===== src/rtl/ntt_pkg.sv =====
// Shared NTT datapath parameters and stage state encoding.
// Used by the pairing buffer, butterfly and collector stages.
package ntt_pkg;

  localparam int N_DEF         = 17;
  localparam int Q_DEF         = 65537;
  localparam int DEPTH_DEF     = 8;
  localparam int LOG_DEPTH_DEF = 3;

  typedef enum logic {
    FILL = 1'b0,
    PAIR = 1'b1
  } state_t;

endpackage


===== src/rtl/ntt_delay_ram.sv =====
// DEPTH x W delay register file for the SDF pairing stage.
// Synchronous write, asynchronous read, shared address, no reset.
module ntt_delay_ram #(
  parameter int W     = 17,
  parameter int DEPTH = 8,
  parameter int AW    = 3
) (
  input  logic          clk,
  input  logic          we,
  input  logic [AW-1:0] addr,
  input  logic [W-1:0]  wdata,
  output logic [W-1:0]  rdata
);

  logic [W-1:0] mem [DEPTH];

  // store first-half samples of the block
  always_ff @(posedge clk) begin
    if (we) mem[addr] <= wdata;
  end

  assign rdata = mem[addr];

endmodule


===== src/rtl/ntt_sdf_pair_buffer.sv =====
// Delay-feedback pairing stage feeding a radix-2 DIF butterfly.
// Buffers half a block, then emits (a[i], a[i+DEPTH], i) pairs.
module ntt_sdf_pair_buffer
  import ntt_pkg::*;
#(
  parameter int N         = N_DEF,
  parameter int Q         = Q_DEF,
  parameter int DEPTH     = DEPTH_DEF,
  parameter int LOG_DEPTH = LOG_DEPTH_DEF
) (
  input  logic                 clk,
  input  logic                 rst,
  input  logic                 in_valid,
  output logic                 in_ready,
  input  logic [N-1:0]         in_data,
  output logic                 out_valid,
  input  logic                 out_ready,
  output logic [N-1:0]         out_a0,
  output logic [N-1:0]         out_a1,
  output logic [LOG_DEPTH-1:0] out_tw,
  output logic                 out_last,
  output logic                 range_err
);

  localparam logic [N:0] QLIM = (N+1)'(Q);
  localparam logic [LOG_DEPTH-1:0] CMAX =
    LOG_DEPTH'(DEPTH - 1);

  state_t               state;
  state_t               state_nx;
  logic [LOG_DEPTH-1:0] cnt;
  logic [N-1:0]         rd_data;
  logic                 xfer;
  logic                 wr_en;
  logic                 load;
  logic                 wrap;

  assign xfer  = in_valid && in_ready;
  assign wrap  = cnt == CMAX;
  assign wr_en = xfer && (state == FILL);
  assign load  = xfer && (state == PAIR);

  ntt_delay_ram #(
    .W     (N),
    .DEPTH (DEPTH),
    .AW    (LOG_DEPTH)
  ) u_ram (
    .clk   (clk),
    .we    (wr_en),
    .addr  (cnt),
    .wdata (in_data),
    .rdata (rd_data)
  );

  // state register
  always_ff @(posedge clk or posedge rst) begin
    if (rst) state <= FILL;
    else     state <= state_nx;
  end

  // next state and input handshake
  always_comb begin
    state_nx = state;
    in_ready = 1'b1;
    unique case (state)
      FILL: begin
        if (xfer && wrap) state_nx = PAIR;
      end
      PAIR: begin
        in_ready = !out_valid || out_ready;
        if (xfer && wrap) state_nx = FILL;
      end
      default: state_nx = FILL;
    endcase
  end

  // sample counter, advances on every transfer
  always_ff @(posedge clk or posedge rst) begin
    if (rst)       cnt <= '0;
    else if (xfer) cnt <= cnt + LOG_DEPTH'(1);
  end

  // pair register: load on PAIR transfer, clear valid on drain
  always_ff @(posedge clk or posedge rst) begin
    if (rst) begin
      out_valid <= 1'b0;
      out_a0    <= '0;
      out_a1    <= '0;
      out_tw    <= '0;
      out_last  <= 1'b0;
    end else if (load) begin
      out_valid <= 1'b1;
      out_a0    <= rd_data;
      out_a1    <= in_data;
      out_tw    <= cnt;
      out_last  <= wrap;
    end else if (out_ready) begin
      out_valid <= 1'b0;
    end
  end

  // sticky out-of-range flag on accepted samples
  always_ff @(posedge clk or posedge rst) begin
    if (rst) range_err <= 1'b0;
    else if (xfer && ({1'b0, in_data} >= QLIM))
      range_err <= 1'b1;
  end

endmodule


===== config.mk =====
export PLATFORM = sky130hd
export DESIGN_NAME = ntt_sdf_pair_buffer
export DESIGN_NICKNAME = d
export VERILOG_FILES = /design/src/rtl/ntt_pkg.sv /design/src/rtl/ntt_delay_ram.sv /design/src/rtl/ntt_sdf_pair_buffer.sv
export SDC_FILE = /design/constraint.sdc
export NUM_CORES = 1
export LEC_CHECK = 0
export BUFFER_PORTS_ARGS = -buffer_cell sky130_fd_sc_hd__buf_4
export CORE_ASPECT_RATIO = 0.7
export CORE_MARGIN = 1.5
export CORE_UTILIZATION = 39
export CTS_CLUSTER_SIZE = 14
export DETAILED_ROUTE_END_ITERATION = 12
export PLACE_DENSITY_LB_ADDON = 0.2
export SLEW_MARGIN = 0
export SYNTH_ARGS = -nofsm -noshare
export SYNTH_HDL_FRONTEND = slang
export SYNTH_SLANG_ARGS = --single-unit

===== constraint.sdc =====
create_clock -name clk -period 2.8 [get_ports clk]
set_clock_uncertainty 0.15 [all_clocks]
set_input_delay 0.14 -clock clk [delete_from_list [all_inputs] [get_ports clk]]
set_output_delay 0.14 -clock clk [all_outputs]
set_load 0.05 [all_outputs]

* Word-level counts from Yosys, hierarchy flattened
Memory sizes are Yosys's and may differ from the RTL's. A register that Yosys moved wholly into a read port is not among the register bits. Index checks and enable logic that the tools add are counted.
Storage, ports and cells: bits of input ports 21, ROM bits 0, latch bits 0, output and inout bits 41, flip-flop bits (word level) 27, memories 1, memory bits (writable) 136
Memory list:
- u_ram.mem | words 8, width 17, rd ports 1, clocked after Yosys merged registers in 1, wr ports 1, line ntt_delay_ram.sv:15 | logic [W-1:0] mem [DEPTH];
Cells by class: equal/unequal tests 1, multiplexer cells 8, multipliers 0, $add $sub $neg 1, reduce and logical (&&, ||, !) cells 8, shifts and indexed selects 0, bitwise logic cells 1, order comparisons 1, divide/modulo/power cells 0
Operator list (count):
- 17-bit greater-or-equal comparator, second input constant | 1
- 1-bit 2-to-1 mux | 7
- 1-bit logical AND | 5
- 3-bit by 1-bit adder with 3-bit output, second input constant | 1
- 3-bit equality test, second input constant | 1
- 1-bit one-hot mux with 2 select lines | 1
- 2-bit nonzero test | 1
- 1-bit zero test | 1
- 1-bit logical OR | 1
- 1-bit NOT | 1

* Depth between registers and ports, before layout
Gate-level depths: netlist (run 1).
depth after elaboration 7, mapped depth 6, depth with buffers taken out 4

* Cells and area by module
Synthesis (run 1) repeated with hierarchy kept, for this count alone.
Second synthesis, totals: cells, all modules 342, area total of the unflattened synthesis 7164.4 um^2
By module, submodules not included:
- ntt_delay_ram | instances 1, seq. area each 4083.9 um^2, cells an instance 235, area each 5331.4 um^2
- ntt_sdf_pair_buffer | instances 1, seq. area each 1101.1 um^2, cells an instance 107, area each 1833.0 um^2

* Worst setup path after synthesis (run 1)
OpenSTA, ideal clock, no wires.
path type reg2reg, start reg cnt[2], end mem u_ram.mem[5][0] (enable), setup slack -62 ps, data arrival time 2296 ps, data required time 2234 ps, setup time 416 ps, clock period less this slack 2862 ps, buffers on the path 3, stages on the path, launching flop included 6, path through dfrtp_1 buf_4 buf_6 buf_6 nand3b_1 nor3b_1
RTL lines:
- start, declared | line ntt_sdf_pair_buffer.sv:31 | logic [LOG_DEPTH-1:0] cnt;
- start signal, assigned | line ntt_sdf_pair_buffer.sv:80 | else if (xfer) cnt <= cnt + LOG_DEPTH'(1);
- end, declared | line ntt_delay_ram.sv:15
Straight into the memory's write port.

==> metrics list, run 1 <==
- For this run, the slowest stage of the critical path takes 710 ps.
* IO Pins: 62
- Clock-pin slew was measured on the worst setup and hold paths at 70 ps.
- Along the worst path, the maximum fanout reaches 23.
- Fin. Hold Viols: 0
* RSZ-0062 raised after global routing: no
- The worst setup path is of the flop to flop kind.
- Of all flip-flops after synthesis, the portion carrying an async set or reset was 24.4%.
- At the pin with the least slew margin, the transition time is 740 ps.
* Fillers: 1492
- STA puts the critical path data arrival time at 2290 ps.
- STA classifies the critical path startpoint as a flop.
* Initial antenna violation count: 0
* Source-to-sink clock delay at the later pin of the worst-skew pair: 430 ps
- Area taken by multi-input logic gates: 1690 um2
- The analysis attributes to cell leakage a power of 3.30 nW.
- Starting density of the core: 40.5%
- Worst min path class: input port to async pin
- The tree built by TritonCTS fans out to 180 sinks.
- For this design, the slowest cell found on the critical path is dfrtp_2.
* Required arrival time at the worst endpoint: 2970 ps
- Detail-routed net length per standard cell: 20.7 um
* Area occupied by registers: 5190 um2
- Hold-fix buffers, CTS: 20
- Number of buffers inserted to repair setup after CTS: 0
- Height of the chip: 116 um
* Most used cells in the layout excluding fill and tap cells: edfxtp_1, buf_4, nand2_1
* Average vias per placed instance: 5.32
- Summed over all failing endpoints, the final setup total negative slack is 0 ps.
- DRT Wirelength: 16.6 mm
- Fraction of final layout cells with drive strength greater than 1: 25.0%
- Entering global routing, the biggest net connects 34 pins.
- Setup-violating endpoint count in the final report: 0
* Count of routing violations after the opening detailed-route iteration: 349
* Maximum root-to-sink buffer count: 2
* Crit-path cells: buf_4 -> nor3b_1 -> a311oi_1 -> a21oi_1 -> o32a_1
- TritonCTS built the clock tree.
* Average size of a mapped cell: 15.5 um2
- Pins Over Slew Limit: 0
* Least setup slack across all paths after layout: 680 ps
- In this run the tool buffered the top-level ports with 61 buffer cells.
- The root buffer cell chosen for the clock tree is clkbuf_16.
* Power per unit of standard cell area: 1140 nW/um2
* Pre-CTS setup slack: 688 ps
- The area growth from synthesis to layout is 23.5%.
- Post-CTS Resized: 0
- Area inside the core boundary: 17400 um2
- Number of non-filler instances in the completed layout: 802
- The total overflow left after global routing is 0.
* Number of detailed-routing iterations run before antenna repair: 5
- The via count of the first global-routing pass came to 4206.
* Total CTS buffers: 17
* Post-route minimum period: 2120 ps
- Result of the run: finished clean
* Max_slew headroom: 50.6%
- Post-placement cell count: 750
- The die is 164 um wide.
- Share of the clock period used by the worst path: 75.7%
* Row cnt: 40
- Number of cells produced by synthesis: 454
- Cell Area, Synth: 7060 um2
- Antenna-violating nets left: 0
- 0 antenna diodes ended up in the layout.
- Die area: 18900 um2
- The library cell used most frequently in the layout, excluding fill and tap cells, is edfxtp_1.
- In this run, synthesis produced a sequential element count of 180.
- Detailed placement finished with a half-perimeter wire length of 10.9 mm.
* Number of DRC violations after detailed routing: 0
- The share of the Yosys chip area taken by registers is 73.4%.
* Syn. warnings: 0
- The synthesized design contains 136 enable-type register cells.
* Overall global routing resource usage: 18.9%
- The H-tree generated during clock tree synthesis spans 4 levels.
- Post-synthesis cell type count: 47
- Among all flip-flop cells after synthesis, the most frequent one is edfxtp_1.
- The number of nets in the synthesized netlist is 477.
- The first global-routing pass estimated 25.3 mm of wire.
- Count of maximum capacitance violations: 0
- Final layout net count: 581
- Static timing analysis puts the maximum clock frequency at 472 MHz.
* Worst ir drop on vdd: 0.730 mV
- Final Wtd Congestion: 0.795
- Number of vias after detailed routing: 4265
* Kind of end point of the critical path: flop
[power breakdown]
group | switching (W) | leakage [nW] | internal, W
clock | 0.000980 | 0.287 | 0.00149
combinational | 0.00234 | 1.26 | 0.00132
sequential | 0.000409 | 1.75 | 0.00343
total | 0.00373 | 3.30 | 0.00623
[final timing paths]
| path | start | to | slack [ps] | cells after the start |
|---|---|---|---|---|
| max | cnt[0]$_DFFE_PP0P_ | out_a0[4]$_DFFE_PP0P_ | 680 | 5 |
| min | rst | out_a1[12]$_DFFE_PP0P_ | 260 | 3 |
| max reg2reg | cnt[0]$_DFFE_PP0P_ | out_a0[4]$_DFFE_PP0P_ | 680 | 5 |
| min reg2reg | range_err$_DFFE_PP0P_ | range_err$_DFFE_PP0P_ | 330 | 1 |
| max in group asynchronous | rst | out_a0[14]$_DFFE_PP0P_ | 1490 | 4 |
| min in group clk | range_err$_DFFE_PP0P_ | range_err$_DFFE_PP0P_ | 330 | 1 |
[critical path, delay by kind of cell, from the launching register on]
kind            cells  cell delay [ps]
buf+inv             1              340
compound gates      3              710
flops               1              710
simple gates        1               80
[cell type report]
class	count	share of cell area [%]
multi-input combinational	242	19.4
clock inverter	14	2.12
sequential	180	59.5
inverter	4	0.172
tap	231	3.32
clock buffer	18	4.92
timing repair buffer	113	10.6
[cells in the mapped netlist, types with 4 or more instances]
cell / n / area (um2)
dfrtp_1: 44 / 1100
a22oi_1: 4 / 30.0
nand3_1: 5 / 25.0
nand3b_1: 9 / 67.6
buf_4: 4 / 30.0
a21oi_1: 13 / 65.1
mux2_1: 5 / 56.3
o21ai_1: 9 / 45.0
clkbuf_1: 4 / 15.0
mux4_2: 8 / 180
inv_1: 4 / 15.0
nand2_1: 73 / 274
mux2i_1: 25 / 250
buf_2: 15 / 75.1
nor4_1: 4 / 25.0
a222oi_1: 4 / 40.0
o2bb2ai_1: 4 / 35.0
nor3b_1: 4 / 30.0
buf_6: 5 / 56.3
nor2_1: 16 / 60.1
edfxtp_1: 136 / 4080
nand2b_1: 7 / 43.8
[flip-flops by register name (all words and copies together), names as in the netlist]
signal and count:
u_ram.mem 136, out_a0 17, out_a1 17, cnt 3, out_tw 3, out_last 1, out_valid 1, range_err 1
state 1
[cell families after synthesis]
group / Yosys count / synth area share [%]
and+or+nand+nor: 127 / 8.33
buffers and inverters: 32 / 2.71
muxes: 41 / 7.43
adders and majority gates: 2 / 0.354
DFF: 180 / 73.4
AOI/OAI and AO/OA: 70 / 7.48
xor gates and xnor gates: 2 / 0.248
[per-stage QoR]
stage | area (um2) | total power, W | hold WS (ps) | util (%)
global placement | 7900 | 0.00749 | 158 | 45.4
finish | 8720 | 0.00996 | 262 | 50.1
global route | 8720 | 0.0104 | 316 | 50.1
CTS | 8720 | 0.0100 | 268 | 50.1
detailed placement | 7900 | 0.00754 | 173 | 45.4
floorplan | 7060 | 0.00638 | 88.9 | -
[metal layers]
layer	track usage, %	share of wire, %
met1	27.8	49
met2	27.1	44
met3	5.15	5.4
met4	6.12	1.7
met5	0	0
Power figures use the tool's default switching activity.
==> inputs of run 2 (changes only) <==
==> constraint.sdc (replaced) <==
create_clock -name clk -period 2.1 [get_ports clk]
set_clock_uncertainty 0.15 [all_clocks]
set_input_delay 0.105 -clock clk [delete_from_list [all_inputs] [get_ports clk]]
set_output_delay 0.105 -clock clk [all_outputs]
set_load 0.05 [all_outputs]
==> run 2 against run 1 <==
  * Critical path depth is 2 lower
  * Sequential power rose by 30%
  * Non-clock buffer count up 9
  * Critical endpoint is now u_ram.mem[2][14]$_DFFE_PP_
  * Combinational power rose by 40%
  * Sequential cell count did not move
  * Largest cell class unchanged
  * Worst setup slack lost 500 ps
  * Clock power increased by 29%
  * Utilization increased by 0.59 points
  * Sequential share of layout area is 0.69 points lower
  * Routed wire length decreased by 2.1%
  * First-iteration DRC count grew 16%
==> metrics list, run 2 (synthesis gave the netlist of run 1 again) <==
- The DRC marker count from the first detailed-route iteration is 405 (+16%).
- The initial antenna violation count came to 0 (unchanged).
- The max-cap check violation count was 0 (unchanged).
- Fillers: 1489 (-0.20%)
* Largest register FFs: 136 (unchanged)
* Post-CTS Resized: 0 (unchanged)
- Number of DRC violations after detailed routing: 0 (unchanged)
- Required arrival time at the worst endpoint: 2080 ps (-890 ps)
- Most used cells in the layout excluding fill and tap cells: edfxtp_1, buf_4, nand2_1
- Number of vias after detailed routing: 4236 (-0.68%)
- The total number of H-tree levels is 4 (unchanged).
* RSZ-0062 raised after global routing: no
- Fraction of final layout cells with drive strength greater than 1: 27.8% (+2.7 points)
* Overall global routing resource usage: 18.7% (-0.19 points)
- The floorplan core area came to 17400 um2 (unchanged).
- The via count of the first global-routing pass is 4330 (+2.9%).
* Row cnt: 40 (unchanged)
- Worst R2R Path Depth: 3 (-2)
* Top register by number of flip-flops: u_ram.mem
- Fin. Hold Viols: 0 (unchanged)
- Crit path kind: flop to flop
- Antenna Diode Count: 0 (unchanged)
- Power per unit of standard cell area: 1510 nW/um2 (+32%)
- The path class of the tightest hold or removal check is input port to async pin.
* Synth-to-layout area growth: 25.0%
- Root Driver: clkbuf_16
* Least setup slack across all paths after layout: 184 ps (-497 ps)
- The final RePlAce weighted congestion is 0.775 (-2.6%).
- Max Clk Rate: 522 MHz (+11%)
* CTS tree: built
- The run finished with clean final reports.
* Overflow left after global routing: 0 (unchanged)
- Maximum number of pins on one net before global-route repair: 33 (-2.9%)
* Kind of end point of the critical path: flop
* Total CTS buffers: 17 (unchanged)
* Data arrival time of the critical path: 1900 ps (-390 ps)
- The final net count is 590 (+1.5%).
* Max_slew headroom: 54.6% (+4.0 points)
- The count of endpoints failing setup in the final report came to 0 (unchanged).
- The via density per instance came to 5.22 (-1.8%).
- Maximum root-to-sink buffer count: 2 (unchanged)
- The number of I/O pins came to 62 (unchanged).
- The summed negative setup slack over all endpoints is 0 ps (unchanged).
- The horizontal die dimension is 164 um (unchanged).
- Pins Over Slew Limit: 0 (unchanged)
- The transition time at the pin with the least slew margin was 680 ps (-59.4 ps).
* Leakage power of the design: 3.34 nW (+1.2%)
* First-pass GRT wire length: 25.5 mm (+0.92%)
- Starting density of the core: 40.5% (unchanged)
- Largest registers: u_ram.mem: 136 flops, out_a0: 17 flops, out_a1: 17 flops
* Critical path fanouts, max: 7 (-70%)
- Startpoint Class: flop
* Height of the chip: 116 um (unchanged)
- Port-buffer cells: 61 (unchanged)
* Commonest non-fill, non-tap cell in the layout: edfxtp_1
- The number of detailed-route iterations in the first pass is 5 (unchanged).
- The average wire per cell in the routed design is 20.0 um (-3.2%).
- The remaining antenna violation count is 0 (unchanged).
- Worst ir drop on vdd: 0.772 mV (+5.7%)
- HPWL reported at the end of detailed placement: 10.7 mm (-1.5%)
* Share of the clock period used by the worst path: 91.3% (+16 points)
- The later-pin clock latency in the skew report came to 430 ps (about the same).
- The setup slack at placement was 156 ps (-532 ps).
- The clock-pin slew on the worst setup and hold paths came to 70 ps (about the same).
- DRT Wirelength: 16.3 mm (-2.1%)
- The full die area came to 18900 um2 (unchanged).
* Final total power: 0.0133 W (+34%)
* Post-route minimum period: 1920 ps (-203 ps)
* Number of sinks handled by clock tree synthesis: 180 (unchanged)
==> run 2: cell types whose count changed in the layout (fill, tap and decap cells not counted), moves of 3 or more <==
cell	previous run	this run
nor2_1	16	11
nor2_4	0	3
buf_4	91	98
inv_6	1	5
==> run 2: per-stage QoR <==
stage | area, um2 | std cells | util (%) | hold WS [ps]
finish | 8820 | 811 | 50.6 | 51.2
CTS | 8820 | 811 | 50.6 | 46.8
floorplan | 7090 | 454 | - | 53.9
global placement | 8030 | 759 | 46.1 | -55.3
detailed placement | 8030 | 759 | 46.1 | -42.6
global route | 8820 | 811 | 50.6 | 68.3
==> run 2: area by class of cell <==
class | instances | area, um2 | share of cell area (%)
Clock buffer | 17 | 425 | 4.82
Clock inverter | 15 | 170 | 1.93
Inverter | 4 | 15.0 | 0.170
Multi-Input combinational cell | 242 | 1720 | 19.5
Sequential cell | 180 | 5190 | 58.8
Tap cell | 231 | 289 | 3.28
Timing Repair Buffer | 122 | 1020 | 11.5
==> run 2: critical path, stage by stage, from the launching register on <==
cell and delay (ps):
dfrtp_2 450, or3b_1 530, nor2_4 260, buf_4 230
==> run 2: repair_timing <==
item,CTS,global route
setup buffers,0,0
endpoints found under the hold margin,203,0
hold buffers,20,0
==> run 2: layer usage <==
layer	vias up	global-route usage [%]	wire [um]
li1	1954	-	-
met1	2137	27.9	7830
met2	129	27.6	7330
met3	16	4.19	930
met4	0	5.27	168
met5	-	0	0
==> run 2: final timing paths <==
kind                                       start  slack [ps]                          to
hold / removal                               rst          50       out_a0[9]$_DFFE_PP0P_
hold reg to reg            out_a1[5]$_DFFE_PP0P_         330       out_a1[5]$_DFFE_PP0P_
max in group asynchronous                    rst        1230          cnt[0]$_DFFE_PP0P_
setup / recovery              cnt[2]$_DFFE_PP0P_         180  u_ram.mem[2][14]$_DFFE_PP_
setup reg to reg              cnt[2]$_DFFE_PP0P_         180  u_ram.mem[2][14]$_DFFE_PP_
min in group clk                      in_data[2]         320   u_ram.mem[3][2]$_DFFE_PP_
==> run 2: power by group <==
| part | internal (W) | switching [W] |
|---|---|---|
| logic | 0.00188 | 0.00325 |
| registers | 0.00457 | 0.000426 |
| clock network | 0.00178 | 0.00141 |
==> inputs of run 3 (changes only) <==
--- a/config.mk
+++ b/config.mk
@@ -5,12 +5,12 @@
 export SDC_FILE = /design/constraint.sdc
 export NUM_CORES = 1
 export LEC_CHECK = 0
-export BUFFER_PORTS_ARGS = -buffer_cell sky130_fd_sc_hd__buf_4
 export CORE_ASPECT_RATIO = 0.7
 export CORE_MARGIN = 1.5
 export CORE_UTILIZATION = 39
 export CTS_CLUSTER_SIZE = 14
 export DETAILED_ROUTE_END_ITERATION = 12
+export DONT_BUFFER_PORTS = 1
 export PLACE_DENSITY_LB_ADDON = 0.2
 export SLEW_MARGIN = 0
 export SYNTH_ARGS = -nofsm -noshare
==> run 3 against run 2 <==
  * Sequential power is 23% higher
  * Non-clock buffer count shrank 66
  * Via count decreased by 6.3%
  * Worst setup slack better by 24 ps
  * Count of clock-buffer cells in the layout grew 1
  * Sequential share of layout area is 3.2 points higher
==> metrics list, run 3 (synthesis gave the netlist of run 1 again) <==
- The run finished with clean final reports.
- The number of flip-flops in the largest register came to 136 (unchanged).
- The share of post-route cells with drive strength above 1 is 18.3% (-9.5 points).
- H-tree Lvls: 4 (unchanged)
- Worst min path class: input port to async pin
- From synthesis to final layout, the design area changed by 18.6%.
- IO Pins: 62 (unchanged)
- The library cell used most frequently in the layout, excluding fill and tap cells, is edfxtp_1.
* Worst ir drop on vdd: 0.711 mV (-7.8%)
- The initial antenna violation count is 1 (+1).
- Source-to-sink clock delay at the later pin of the worst-skew pair: 420 ps (about the same)
- The via count of the first global-routing pass is 4010 (-7.4%).
- The number of instances in the placed design came to 693 (-8.7%).
* RSZ-0062 raised after global routing: no
- Root Driver: clkbuf_16
* Delay of the slowest cell on the worst path: 530 ps (about the same)
* Final standard cell utilization of the core: 48.1% (-2.6 points)
- Setup-violating endpoint count in the final report: 0 (unchanged)
- CTS tree: built
* Number of vias after detailed routing: 3968 (-6.3%)
* Critical Path Slowest Stage Cell: or3b_1
* Clock slew at reported path FFs: 70 ps (about the same)
- The transition time at the pin with the least slew margin is 599 ps (-81.2 ps).
- Pins Over Slew Limit: 0 (unchanged)
- The final net count was 524 (-11%).
- Most used cells in the layout excluding fill and tap cells: edfxtp_1, nand2_1, dfrtp_1
* Max Clk Rate: 528 MHz (+1.3%)
* Leakage power of the design: 3.04 nW (-9.0%)
* Data arrival time of the critical path: 1870 ps (-30 ps)
* Area occupied by registers: 5190 um2 (unchanged)
- Antenna-violating nets left: 0 (unchanged)
* DRT Wirelength: 16.6 mm (+2.2%)
- Fin. Hold Viols: 0 (unchanged)
* Average vias per placed instance: 5.32 (+1.8%)
- The floorplan core area came to 17400 um2 (unchanged).
- Detail-routed net length per standard cell: 22.3 um (+11%)
* First-pass GRT wire length: 24.8 mm (-2.9%)
- Total CTS buffers: 17 (unchanged)
- Overall global routing resource usage: 18.5% (-0.23 points)
- Number of detailed-routing iterations run before antenna repair: 7 (+2)
- The die height came to 116 um (unchanged).
* Count of routing violations after the opening detailed-route iteration: 437 (+7.9%)
* Row cnt: 40 (unchanged)
- The overall overflow remaining after global route is 0 (unchanged).
- Number of non-filler instances in the completed layout: 746 (-8.0%)
* Critical path fanouts, max: 8 (+1)
* Final Wtd Congestion: 0.788 (+1.8%)
- Startpoint Class: flop
* Kind of end point of the critical path: flop
- The max-cap check violation count was 0 (unchanged).
- Traced cell by cell, the critical path runs through or3b_1 -> nor2_4 -> buf_4.
- The largest registers in the layout are u_ram.mem: 136 flops, out_a0: 17 flops, out_a1: 17 flops.
- Post-route minimum period: 1890 ps (-23.9 ps)
- The worst-case clock buffer depth is 2 (unchanged).
* Number of DRC violations after detailed routing: 0 (unchanged)
- The number of resized instances in the post-cts repair step was 0 (unchanged).
- The required time of the critical path was 2080 ps (about the same).
* Buffers & Inverters on Critical Path: 1 (unchanged)
- Cell type group with the largest total delay on the critical path: simple AND/OR/NAND/NOR gates
- The full die area came to 18900 um2 (unchanged).
* Port-buffer cells: 0 (-100%)
- The pin count of the biggest net entering global routing came to 50 (+52%).
- Fillers: 1501 (+0.81%)
- The normalized max-slew margin was 59.9% (+5.3 points).
- Crit path kind: flop to flop
* Number of sinks handled by clock tree synthesis: 180 (unchanged)
* Top register by number of flip-flops: u_ram.mem
- The post-route clock period utilization came to 90.1% (-1.1 points).
* Starting density of the core: 40.5% (unchanged)
- The horizontal die dimension was 164 um (unchanged).
* Power per unit of standard cell area: 1540 nW/um2 (+1.7%)
- The final HPWL from detailed placement came to 10.5 mm (-2.3%).
* Area taken by multi-input logic gates: 1720 um2 (unchanged)
-- run 3: path summary, 6_finish.rpt --
| path | start | depth (start not counted) | slack [ps] | endpoint |
|---|---|---|---|---|
| min | rst | 2 | 30 | out_a0[9]$_DFFE_PP0P_ |
| max | cnt[2]$_DFFE_PP0P_ | 3 | 210 | u_ram.mem[3][8]$_DFFE_PP_ |
| max in group asynchronous | rst | 3 | 1120 | out_tw[1]$_DFFE_PP0P_ |
| min reg2reg | out_a0[14]$_DFFE_PP0P_ | 2 | 350 | out_a0[14]$_DFFE_PP0P_ |
| max reg2reg | cnt[2]$_DFFE_PP0P_ | 3 | 210 | u_ram.mem[3][8]$_DFFE_PP_ |
| min in group clk | in_valid | 2 | 70 | u_ram.mem[1][12]$_DFFE_PP_ |
-- run 3: layout make-up --
class / count / share of cell area (%)
Sequential cell: 180 / 62.0
Multi-Input combinational cell: 242 / 20.5
Timing Repair Buffer: 56 / 6.67
Clock buffer: 18 / 5.38
Tap cell: 231 / 3.45
Clock inverter: 14 / 1.78
Inverter: 4 / 0.179
Antenna cell: 1 / 0.0299
-- run 3: through the flow --
stage | power (W) | setup TNS, ps | cell area [um2] | setup slack [ps] | hold slack (ps)
6_report | 0.0128 | 0 | 8370 | 207 | 27.1
5_1_grt | 0.0134 | 0 | 8370 | 117 | 52.1
4_1_cts | 0.0129 | 0 | 8370 | 210 | 32.3
2_1_floorplan | 0.00854 | -8120 | 7090 | -215 | 53.9
3_3_place_gp | 0.00957 | 0 | 7570 | 265 | -101
3_5_place_dp | 0.00964 | 0 | 7570 | 233 | -93.1
-- run 3: report_power, final --
| part | internal (W) | total (W) | switching [W] | leakage, nW |
|---|---|---|---|---|
| Sequential | 0.00455 | 0.00613 | 0.00158 | 1.75 |
| Combinational | 0.00146 | 0.00352 | 0.00206 | 1.00 |
| Clock | 0.00184 | 0.00320 | 0.00137 | 0.286 |
| Total | 0.00784 | 0.0128 | 0.00501 | 3.04 |
-- run 3: per-layer routing --
| metal | part of all wire, % | GRT usage, % |
|---|---|---|
| met1 | 46 | 25.7 |
| met2 | 46 | 27.8 |
| met5 | 0 | 0 |
| met4 | 1.2 | 5.94 |
| met3 | 6.8 | 5.69 |
-- run 3: timing repair --
item                                   4_1_cts  5_1_grt
setup buffers                                0        0
endpoints found under the hold margin      203        0
hold buffers                                20        0
